### config.mk
export PLATFORM = sky130hd
export DESIGN_NAME = cpu_stack
export DESIGN_NICKNAME = d
export VERILOG_FILES = /design/src/rtl/cpu_stack.sv
export SDC_FILE = /design/constraint.sdc
export NUM_CORES = 1
export LEC_CHECK = 0
export CORE_AREA = 3 3 145 147
export DETAILED_ROUTE_END_ITERATION = 16
export DIE_AREA = 0 0 148 150
export DONT_BUFFER_PORTS = 1
export PLACE_DENSITY = 0.74
export RECOVER_POWER = 25
export SYNTH_ARGS = -nofsm -noshare
export SYNTH_HDL_FRONTEND = slang
export SYNTH_SLANG_ARGS = --single-unit
### constraint.sdc
create_clock -name clk -period 7.8 [get_ports clk]
set_input_delay 1.56 -clock clk [delete_from_list [all_inputs] [get_ports clk]]
set_output_delay 1.56 -clock clk [all_outputs]
set_load 0.03 [all_outputs]
### src/rtl/cpu_stack.sv
// LIFO stack with a registered top-of-stack word and a (DEPTH-1)-entry backing array.
// Sticky overflow/underflow flags; flush discards contents without touching the flags.
module cpu_stack #(
    parameter int unsigned WIDTH = 16,
    parameter int unsigned DEPTH = 16,
    localparam int unsigned CW = $clog2(DEPTH + 1)
) (
    input  logic             clk,
    input  logic             rst_n,
    input  logic             push,
    input  logic             pop,
    input  logic [WIDTH-1:0] din,
    input  logic             flush,
    input  logic             clr_err,
    output logic [WIDTH-1:0] top,
    output logic [CW-1:0]    count,
    output logic             empty,
    output logic             full,
    output logic             ovf,
    output logic             unf
);

    logic [WIDTH-1:0] top_q, top_d;
    logic [CW-1:0]    count_q, count_d;
    logic             ovf_q, ovf_d;
    logic             unf_q, unf_d;
    logic             empty_q, full_q;

    logic [WIDTH-1:0] mem_q [DEPTH-1];
    logic             wr_en;
    logic [CW-1:0]    wr_idx, rd_idx;
    logic [WIDTH-1:0] rd_data;

    assign empty_q = (count_q == '0);
    assign full_q  = (count_q == CW'(DEPTH));

    // Slot count-1 receives the old top on push; slot count-2 becomes the new top on pop.
    assign wr_idx = count_q - CW'(1);
    assign rd_idx = count_q - CW'(2);

    always_comb begin
        rd_data = '0;
        for (int unsigned i = 0; i < DEPTH - 1; i++) begin
            if (rd_idx == CW'(i)) rd_data = mem_q[i];
        end
    end

    always_comb begin
        top_d   = top_q;
        count_d = count_q;
        ovf_d   = ovf_q & ~clr_err;
        unf_d   = unf_q & ~clr_err;
        wr_en   = 1'b0;
        if (flush) begin
            top_d   = '0;
            count_d = '0;
        end else if (push && pop) begin
            top_d = din;
            if (empty_q) begin
                count_d = CW'(1);
                unf_d   = 1'b1;
            end
        end else if (push) begin
            if (full_q) begin
                ovf_d = 1'b1;
            end else begin
                wr_en   = !empty_q;
                top_d   = din;
                count_d = count_q + CW'(1);
            end
        end else if (pop) begin
            if (empty_q) begin
                unf_d = 1'b1;
            end else begin
                top_d   = (count_q == CW'(1)) ? '0 : rd_data;
                count_d = count_q - CW'(1);
            end
        end
    end

    always_ff @(posedge clk or negedge rst_n) begin
        if (!rst_n) begin
            top_q   <= '0;
            count_q <= '0;
            ovf_q   <= 1'b0;
            unf_q   <= 1'b0;
        end else begin
            top_q   <= top_d;
            count_q <= count_d;
            ovf_q   <= ovf_d;
            unf_q   <= unf_d;
        end
    end

    // Storage is not reset; stale words are unreachable because count gates every read.
    always_ff @(posedge clk) begin
        for (int unsigned i = 0; i < DEPTH - 1; i++) begin
            if (wr_en && wr_idx == CW'(i)) mem_q[i] <= top_q;
        end
    end

    assign top   = top_q;
    assign count = count_q;
    assign empty = empty_q;
    assign full  = full_q;
    assign ovf   = ovf_q;
    assign unf   = unf_q;

endmodule

==> results of run 1 <==
==> registers in the layout (all words and copies together), names as in the netlist <==
name / count
ovf: 1
top: 16
mem_q: 240
unf: 1
count: 5
==> worst reg2reg max path, cell delays in order, from the launching register on <==
cell and delay [ns]:
dfrtp_1 0.97, inv_1 0.20, ha_1 0.33, buf_4 0.45, inv_1 0.62, nand2_1 0.61
o32ai_1 0.15, a2111oi_0 0.90, nor4b_1 0.14, a311oi_1 0.25
==> cell usage in the layout, fill, tap and decap left out, drive strengths merged, types with 15 or more instances in the layout <==
cell	Yosys	routed
inv	16	16
nand3	16	16
a21oi	81	81
o211ai	17	17
nor2	52	52
dfrtp	23	23
o21ai	56	56
nor2b	15	15
nand2	76	76
edfxtp	240	240
clkbuf	30	45
buf	37	28
nor3	27	27
o22ai	26	26
==> layout make-up <==
class / instances / area (sq um)
clock inverter: 9 / 115
inverter: 17 / 63.8
timing repair buffer: 34 / 233
fill: 1508 / 7070
sequential: 263 / 7780
tap: 270 / 338
multi-input combinational: 581 / 3710
clock buffer: 39 / 729
==> per-stage QoR <==
step           worst slack (ns)  utilization [%]  instances  hold WS, ns  cell area, sq um
2_1_floorplan              4.27                -        928        0.519             11900
3_3_place_gp               3.36             60.6       1165        0.537             12100
3_5_place_dp               3.27             60.6       1165        0.556             12100
4_1_cts                    3.23             64.8       1213        0.570             13000
5_1_grt                    2.83             64.7       1213        0.592             13000
6_report                   3.07             64.7       1213        0.566             13000
==> power groups by stage <==
stage / Clock, uW / Sequential, uW / Combinational (uW)
2_1_floorplan: 0 / 1980 / 1680
3_3_place_gp: 0 / 2010 / 2430
3_5_place_dp: 0 / 2010 / 2450
4_1_cts: 1240 / 1990 / 2470
5_1_grt: 1280 / 2010 / 2690
6_report: 1230 / 1990 / 2560
==> metal layers <==
| layer | GRT usage [%] | up-vias | part of all wire [%] | wire (um) |
|---|---|---|---|---|
| met5 | 0 | - | 0 | 0 |
| li1 | - | 3664 | - | - |
| met2 | 49.5 | 732 | 46 | 16200 |
| met4 | 12.3 | 0 | 5.0 | 1760 |
| met3 | 6.15 | 149 | 12 | 4090 |
| met1 | 44.1 | 4245 | 38 | 13300 |
==> worst max-delay path by stage <==
stage	depth (start not counted)	endpoint	slack, ns	start
5_1_grt	9	top[1]$_DFFE_PN0P_	2.83	count[2]$_DFFE_PN0P_
6_report	9	top[1]$_DFFE_PN0P_	3.07	count[2]$_DFFE_PN0P_
2_1_floorplan	6	mem_q[0][32]$_DFFE_PP_	4.27	flush
4_1_cts	9	top[1]$_DFFE_PN0P_	3.23	count[2]$_DFFE_PN0P_
3_3_place_gp	9	top[15]$_DFFE_PN0P_	3.36	count[2]$_DFFE_PN0P_
3_5_place_dp	9	top[1]$_DFFE_PN0P_	3.27	count[2]$_DFFE_PN0P_
==> logic make-up after synthesis <==
family                     after synthesis  share of synthesized area, %
AOI/OAI and AO/OA                      320                          18.8
DFF                                    263                          65.5
and+or+nand+nor                        243                          10.6
buffers and inverters                   84                          3.37
xor gates and xnor gates                 8                         0.653
adders and majority gates                8                         0.843
muxes                                    2                         0.169
==> metrics, run 1 <==
status=complete, no violations; Die X=around 150 um; fraction of registers with async set/reset=roughly 8.7%; die height=about 150 um; Ys Warns=0; CP delay by family, top=compound AO/OA/AOI/OAI gates; Final ANT Viol Nets=0; Setup TNS=0 ns; vias in the first global route=between 8000 and 9000; Startpoint Class=flip-flop; Combinational Power Share=44.3%; Final period util=between 60% and 70%; RSZ-0062 raised after global routing=no; total iterations of the first detailed-routing run=6; max-slew violation count=0; Critical Path, Cell by Cell=inv_1 > ha_1 > buf_4 > inv_1 > nand2_1 > o32ai_1 > a2111oi_0 > nor4b_1 > a311oi_1; CTS hold repair buffers=0; Worst-Skew Late Latency=0.55 ns; FF-to-FF End=top[1]$_DFFE_PN0P_; Worst Hold Path EP=top[5]$_DFFE_PN0P_; CP required=8.24 ns; post-route minimum period=about 4.7 ns; Least-Margin Pin Slew=1.21 ns; WL/cell=29.1 um; commonest cells in the netlist=edfxtp_1 (240), a21oi_1 (80), nand2_1 (75); Post-synth EDFFs=240; Routed Wire Length=35.3 mm; I/O Buffers=0; count leader, synth=edfxtp_1; hold crit path type=reg2reg; Net Sw Frac=45.5%; ys flop type=edfxtp_1; final setup violation count=0; Yosys reg bits=263; Post-Syn Area per Cell=12.8 sq um; Iter 0 DRT Violations=1326; reg2reg start=count[2]$_DFFE_PN0P_; sequential element share of the synthesized area=65.5%; hold_sp=mem_q[1][101]$_DFFE_PP_; CTS Buf Count=26; first-pass GRT wire length=52.5 mm; cts repair resizes=0; power density over cell area=445 nW/um^2; Layout Skew=0.0136 ns; Hold Path Depth=2; n_diodes=0; core area=about 20000 sq um; DR vias=8790; largest area contributor in the synthesized netlist=edfxtp_1; slowest cell delay on critical path=a little under 1 ns; Int Pwr=~3100 uW; Yosys top cell area share=60.7%; initial antenna violation count=0; DRC Markers=0; root buffer cell=clkbuf_16; Fin. Hold Viols=0; WS Path Type=reg2reg; starting density of the core=59.3%; area grow syn2layout=9.22%; CP arrival=roughly 5.2 ns; Slowest-stage cell, CP=dfrtp_1; Via density=7.25; Setup Buffers After CTS=0; Clock Pin Slew Worst Setup and Hold Paths=roughly 0.06 ns; Clock power frac=about a fifth; f_max=0.212 GHz; Clock Sinks=about 260; headroom to the max-slew limit=around a fifth; most frequent CP cell=inv_1; deepest clock path buffer count=3; number of distinct library cells after synthesis=87; CTS tree=done; crit path max fanout=between 40 and 50; worst reg2reg path depth=9; VDD IR max=0.296 mV; Total GRT Usage=31.5%; syn nets=~960; fraction of power consumed by sequential logic=34.4%; Netlist Area Pre-Place=between 10000 and 15000 sq um; layout cell share with drive strength beyond 1=between 10% and 20%; pin count of the biggest net entering global routing=between 60 and 70; max-cap violations=0; Detail Placement HPWL=about 22 mm; Buf/Inv on CP=3; gr ovfl total=0; ranking of synthesized cells by area=edfxtp_1 (61%), dfrtp_1 (4.8%), a21oi_1 (3.4%); reg2reg setup slack=3.07 ns; Worst Setup End Kind=flip-flop; nets=approximately 950; placer congestion estimate=slightly above 0.9; FP Rows=52; H-tree depth=1; top-level I/O count=47; total power=approximately 5800 uW; die area=22200 sq um; Leak=0.00415 uW; sw power=around 2600 uW; Cells after Synth=928
Note: power is estimated with default switching activity, not from simulation.
==> run 2: changes to the inputs <==
Settings changed: ABC_AREA set to 1, CORE_AREA 3 3 145 147 to 3 3 144 146, DIE_AREA 0 0 148 150 to 0 0 147 149.
Clock period 7.8 ns to 4.7 ns, I/O delays scaled along.
==> run 2 against run 1 <==
Compared with the run above: the flow now finishes with violations (max-capacitance violations, max-slew violations); cell count up 19%; power increased by 16%; sequential power grew 57%; sequential cell count unchanged; via count fell by 11%; maximum frequency is 22% higher; non-clock buffer count down 3; die area fell by 1.3%; worst setup slack worse by 2.3 ns; register-to-register slack lost 2.3 ns; clock power increased by 66%; largest cell class unchanged.
==> metrics, run 2 <==
Die X=147 um (-0.68%); Clock Pin Slew Worst Setup and Hold Paths=0.06 ns (about the same); Ys Warns=0 (unchanged); cts repair resizes=0 (unchanged); fraction of registers with async set/reset=8.75% (unchanged); core area=19500 sq um (-2.6%); most common cell after layout, fill and taps aside=nand2_1; Final period util=82.6% (+22 points); syn nets=1162 (+21%); DRC Markers=0 (unchanged); Iter 0 DRT Violations=629 (-53%); footprint of the multi-input gates=3120 sq um (-16%); die height=149 um (-0.67%); max-cap violations=1 (+1); Final ANT Viol Nets=0 (unchanged); commonest cells in the netlist=nand2_1 (339), edfxtp_1 (240), inv_1 (149); Detail Placement HPWL=17.9 mm (-18%); RSZ-0062 raised after global routing=no; status=finished with violations; hold crit path type=in2async; sw power=2290 uW (-13%); Yosys reg bits=263 (unchanged); Combinational Power Share=23.1% (-21 points); failing checks=max-capacitance violations, max-slew violations; first-pass GRT wire length=43.5 mm (-17%); Cells after Synth=1132 (+22%); sequential element share of the synthesized area=66.6% (+1.0 points); max reg flops=240 (unchanged); CP arrival=4.29 ns (-0.88 ns); largest area contributor in the synthesized netlist=edfxtp_1; n_diodes=0 (unchanged); layout cell share with drive strength beyond 1=8.95% (-1.3 points); Via density=5.46 (-25%); Filler cells=1527 (+1.3%); Clock Sinks=263 (unchanged); fraction of power consumed by sequential logic=46.5% (+12 points); max-slew violation count=17 (+17); crit path max fanout=29 (-36%); reg2reg start=count[1]$_DFFE_PN0P_; Buf/Inv on CP=4 (+1); placer congestion estimate=0.838 (-9.1%); Startpoint Class=flip-flop; CP required=5.11 ns (-3.13 ns); Worst Setup End Kind=flip-flop; total iterations of the first detailed-routing run=5 (-1); pin count of the biggest net entering global routing=33 (-46%); CP startpoint=count[1]$_DFFE_PN0P_; Setup Buffers After CTS=0 (unchanged); power density over cell area=521 nW/um^2 (+17%); Total GRT Usage=26.0% (-5.5 points); Least-Margin Pin Slew=1.62 ns (+0.405 ns); Leak=0.00519 uW (+25%); ys flop type=edfxtp_1; Fin. Hold Viols=0 (unchanged); slowest cell delay on critical path=0.69 ns (-0.28 ns); Worst-Skew Late Latency=0.53 ns (-0.02 ns); Slowest-stage cell, CP=nand2_1; area occupied by registers=7780 sq um (unchanged); count leader, synth=nand2_1; WHS=0.0987 ns (-0.467 ns); f_max=0.258 GHz (+22%); VDD IR max=0.450 mV (+52%); Post-Syn Area per Cell=10.3 sq um (-19%); Layout Skew=0.0115 ns (-0.00215 ns); gr ovfl total=0 (unchanged); Routed Wire Length=28.0 mm (-21%); CTS tree=done; Net Sw Frac=34.1% (-11 points); number of distinct library cells after synthesis=39 (-55%); die area=21900 sq um (-1.3%); Int Pwr=4430 uW (+41%); area grow syn2layout=10.4%; H-tree depth=1 (unchanged); Post-synth EDFFs=240 (unchanged); DR vias=7850 (-11%); Setup TNS=0 ns (unchanged); starting density of the core=59.9% (+0.61 points); post-route minimum period=3.88 ns (-0.844 ns); ranking of synthesized cells by area=edfxtp_1 (62%), nand2_1 (11%), dfrtp_1 (4.9%); headroom to the max-slew limit=-7.74% (-27 points); WS Path Type=reg2reg; nets=1183 (+24%); final setup violation count=0 (unchanged); WL/cell=19.5 um (-33%); CTS Buf Count=27 (+3.8%); most frequent CP cell=nand2_1; CP delay by family, top=simple AND/OR/NAND/NOR gates; vias in the first global route=7708 (-7.3%); Biggest register=mem_q; top-level I/O count=47 (unchanged); deepest clock path buffer count=3 (unchanged); Netlist Area Pre-Place=11700 sq um (-1.6%); I/O Buffers=0 (unchanged); root buffer cell=clkbuf_16; most frequent cells in the layout=nand2_1 (339), edfxtp_1 (240), inv_1 (149), o21ai_0 (80), nand3_1 (79); initial antenna violation count=0 (unchanged); FP Rows=51 (-1.9%); Clock power frac=30.4% (+9.1 points); CTS hold repair buffers=0 (unchanged); Yosys top cell area share=61.7% (+0.96 points)
run 2: power by group through the flow:
stage | combinational (uW) | sequential [uW] | clock [uW]
6_report | 1560 | 3120 | 2040
5_1_grt | 1750 | 3140 | 2170
4_1_cts | 1580 | 3120 | 2070
3_5_place_dp | 1560 | 3170 | 0
3_3_place_gp | 1530 | 3160 | 0
2_1_floorplan | 1000 | 3110 | 0
run 2: worst reg2reg max path: cells and delay by family (launching register included):
family | cells | cell delay, ns
AO/OA/AOI/OAI | 1 | 0.06
AND/OR/NAND/NOR | 20 | 2.31
adder cells (fa/ha/maj) | 1 | 0.31
flip-flops | 1 | 0.59
buffers and inverters | 4 | 0.51
run 2: kinds of logic after synthesis:
logic type / Yosys count / share of synthesized area (%)
simple gates: 520 / 19.2
flops: 263 / 66.6
buf+inv: 201 / 6.74
compound gates: 135 / 6.20
fa+ha+maj: 8 / 0.856
xor+xnor: 5 / 0.375
run 2: per-layer routing:
| metal | vias to the layer above | part of all wire [%] | global-route usage (%) |
|---|---|---|---|
| li1 | 3771 | - | - |
| met1 | 3730 | 40 | 33.9 |
| met3 | 73 | 6.0 | 3.65 |
| met2 | 276 | 50 | 45.1 |
| met4 | 0 | 3.8 | 9.51 |
| met5 | - | 0 | 0 |
run 2: per-stage QoR:
stage / worst slack (ns) / instance area [sq um] / std cells / total power, uW / util, %
final: 0.818 / 12900 / 1438 / 6720 / 66.1
after global routing: 0.448 / 12900 / 1438 / 7060 / 66.1
after CTS: 0.821 / 12900 / 1438 / 6770 / 66.2
after detailed placement: 0.835 / 12100 / 1389 / 4730 / 61.8
after global placement: 0.901 / 12100 / 1389 / 4690 / 61.8
after floorplan: 1.55 / 11700 / 1132 / 4120 / -
run 2: path summary, 6_finish.rpt:
check / to / slack [ns] / depth (start not counted)
setup / recovery: top[10]$_DFFE_PN0P_ / 0.82 / 26
hold / removal: count[0]$_DFFE_PN0P_ / 0.1 / 0
setup reg to reg: top[10]$_DFFE_PN0P_ / 0.82 / 26
hold reg to reg: top[0]$_DFFE_PN0P_ / 0.62 / 4
max in group asynchronous: top[6]$_DFFE_PN0P_ / 4.52 / 0
min in group clk: unf$_DFF_PN0_ / 0.59 / 1
run 2: final cells by class:
class / count / area share [%]
timing repair buffer: 31 / 1.63
inverter: 162 / 4.71
tap: 265 / 2.57
sequential: 263 / 60.3
multi-input combinational: 668 / 24.2
clock inverter: 9 / 0.611
clock buffer: 40 / 6.00
==> run 3: changes to the inputs <==
Clock period 4.7 ns to 3.8 ns, I/O delays scaled along.
==> run 3 against run 2 <==
Compared with the run above: highest routed layer unchanged; design area is 0.31% higher; the flow still finishes with violations (max-capacitance violations, max-slew violations); die area stayed put; largest cell class unchanged; register-to-register slack worse by 0.43 ns; first-iteration DRC count is 24% higher; sequential share of layout area is 0.19 points lower; power is 24% higher.
==> metrics, run 3 (synthesized netlist as in run 2, its figures left out) <==
Slowest-stage cell, CP=ha_1; Via density=5.44 (-0.37%); Die X=147 um (unchanged); post-route minimum period=3.41 ns (-0.471 ns); final setup violation count=0 (unchanged); Setup Buffers After CTS=0 (unchanged); most frequent cells in the layout=nand2_1 (339), edfxtp_1 (240), inv_1 (149), o21ai_0 (80), nand3_1 (79); Int Pwr=5450 uW (+23%); pin count of the biggest net entering global routing=33 (unchanged); Setup TNS=0 ns (unchanged); failing checks=max-capacitance violations, max-slew violations; Net Sw Frac=34.4% (+0.21 points); worst reg2reg path depth=21 (-19%); Routed Wire Length=28.0 mm (-0.12%); Placed Cells=1396 (+0.50%); deepest clock path buffer count=3 (unchanged); headroom to the max-slew limit=-5.26% (+2.5 points); most frequent CP cell=nand2_1; WS Path Type=reg2reg; Placement Setup Slack=0.450 ns (-0.385 ns); max reg flops=240 (unchanged); root buffer cell=clkbuf_16; Clock Pin Slew Worst Setup and Hold Paths=0.06 ns (about the same); I/O Buffers=0 (unchanged); f_max=0.293 GHz (+14%); FP Rows=51 (unchanged); Filler cells=1503 (-1.6%); footprint of the multi-input gates=3120 sq um (unchanged); Final ANT Viol Nets=0 (unchanged); power density over cell area=642 nW/um^2 (+23%); Layout Skew=0.0130 ns (+0.00148 ns); WL/cell=19.3 um (-0.81%); CP delay by family, top=simple AND/OR/NAND/NOR gates; sw power=2850 uW (+24%); total iterations of the first detailed-routing run=5 (unchanged); area occupied by registers=7780 sq um (unchanged); top-level I/O count=47 (unchanged); Combinational Power Share=22.9% (-0.2 points); Worst Setup End Kind=flip-flop; Finished Layout Cells=1448 (+0.70%); CP arrival=3.82 ns (-0.47 ns); CTS Buf Count=27 (unchanged); Least-Margin Pin Slew=1.58 ns (-0.0371 ns); vias in the first global route=7416 (-3.8%); most common cell after layout, fill and taps aside=nand2_1; die height=149 um (unchanged); status=finished with violations; starting density of the core=59.9% (unchanged); H-tree depth=1 (unchanged); cts repair resizes=0 (unchanged); area grow syn2layout=10.7%; Worst-Skew Late Latency=0.53 ns (about the same); Biggest register=mem_q; core area=19500 sq um (unchanged); reg2reg setup slack=0.39 ns (-0.43 ns); Hold Path Depth=1; max-cap violations=1 (unchanged); initial antenna violation count=0 (unchanged); Leak=0.00522 uW (+0.55%); nets=1191 (+0.68%); Final WS setup=0.390 ns (-0.429 ns); first-pass GRT wire length=42.7 mm (-1.9%); Worst Hold Path EP=unf$_DFF_PN0_; FF-to-FF End=top[6]$_DFFE_PN0P_; max-slew violation count=17 (unchanged); RSZ-0062 raised after global routing=no; Fin. Hold Viols=0 (unchanged); hold_sp=pop; Critical Path, Cell by Cell=inv_1 > ha_1 > inv_1 > nand3_1 > nor2_1 > nand2_2 > clkinv_1 > nand2_1 > nand3_1 > nand2_1 > nand2_1 > nand2_1 > nand3_1 > nand2_1 > nand3_1 > nand3_1 > nand2_1 > nand2_1 > nand2_1 > nand2_1 > a21oi_1; Startpoint Class=flip-flop; DRC Markers=0 (unchanged); Buf/Inv on CP=3 (-1); Iter 0 DRT Violations=782 (+24%); Final period util=89.7% (+7.2 points); slowest cell delay on critical path=0.42 ns (-0.27 ns); VDD IR max=0.588 mV (+31%); DR vias=7875 (+0.32%); crit path max fanout=17 (-41%); Total GRT Usage=25.7% (-0.34 points); WHS=0.406 ns (+0.308 ns); placer congestion estimate=0.869 (+3.7%); fraction of power consumed by sequential logic=47.1% (+0.6 points); Clock Sinks=263 (unchanged); Detail Placement HPWL=17.7 mm (-0.84%); Clock power frac=29.9% (-0.5 points); CP required=4.21 ns (-0.90 ns); reg2reg start=count[1]$_DFFE_PN0P_; gr ovfl total=0 (unchanged); CTS tree=done; die area=21900 sq um (unchanged); hold crit path type=in2reg; layout cell share with drive strength beyond 1=9.14% (+0.19 points)
[run 3: cell type report]
class                      count  area share [%]
inverter                     162            4.70
sequential                   263            60.1
antenna                        1          0.0193
multi-input combinational    668            24.1
clock inverter                 9           0.541
clock buffer                  41            5.86
tap                          265            2.56
timing repair buffer          39            2.11
[run 3: worst reg2reg max path, stage by stage (launching register included)]
cell and delay, ns:
dfrtp_1 0.35, inv_1 0.13, ha_1 0.42, inv_1 0.11, nand3_1 0.26, nor2_1 0.10, nand2_2 0.31, clkinv_1 0.37
nand2_1 0.16, nand3_1 0.09, nand2_1 0.08, nand2_1 0.05, nand2_1 0.08, nand3_1 0.08, nand2_1 0.06, nand3_1 0.12
nand3_1 0.13, nand2_1 0.09, nand2_1 0.08, nand2_1 0.06, nand2_1 0.08, a21oi_1 0.07
[run 3: stage by stage]
step / instance area, sq um / utilization [%] / power, uW
6_report: 12900 / 66.3 / 8310
5_1_grt: 12900 / 66.3 / 8690
4_1_cts: 13000 / 66.4 / 8350
3_5_place_dp: 12100 / 62.1 / 5890
3_3_place_gp: 12100 / 62.1 / 5840
2_1_floorplan: 11700 / - / 5090
[run 3: how the worst max path moves through the flow]
stage | start | endpoint | slack (ns) | depth (start not counted)
floorplan | push | mem_q[0][0]$_DFFE_PP_ | 0.83 | 7
global placement | count[1]$_DFFE_PN0P_ | top[6]$_DFFE_PN0P_ | 0.56 | 21
detailed placement | count[1]$_DFFE_PN0P_ | top[6]$_DFFE_PN0P_ | 0.45 | 21
CTS | count[1]$_DFFE_PN0P_ | top[6]$_DFFE_PN0P_ | 0.39 | 21
global route | count[1]$_DFFE_PN0P_ | top[4]$_DFFE_PN0P_ | 0.09 | 23
finish | count[1]$_DFFE_PN0P_ | top[6]$_DFFE_PN0P_ | 0.39 | 21
[run 3: layer usage]
metal	vias up	global-route usage [%]	share of wire, %
li1	3796	-	-
met1	3711	34.7	40
met2	306	43.4	50
met3	62	3.31	7.6
met4	0	9.09	3.3
met5	-	0	0
[run 3: what timing repair did]
item / in CTS / in global routing
hold endpoints to repair: 23 / 0
hold buffers: 1 / 0
endpoints found under the setup margin: 0 / 0
[run 3: power groups by stage]
stage	Sequential (uW)	Combinational, uW	Clock [uW]
global placement	3970	1880	0
floorplan	3850	1240	0
detailed placement	3970	1910	0
finish	3920	1900	2490
global route	3930	2130	2620
CTS	3910	1930	2510
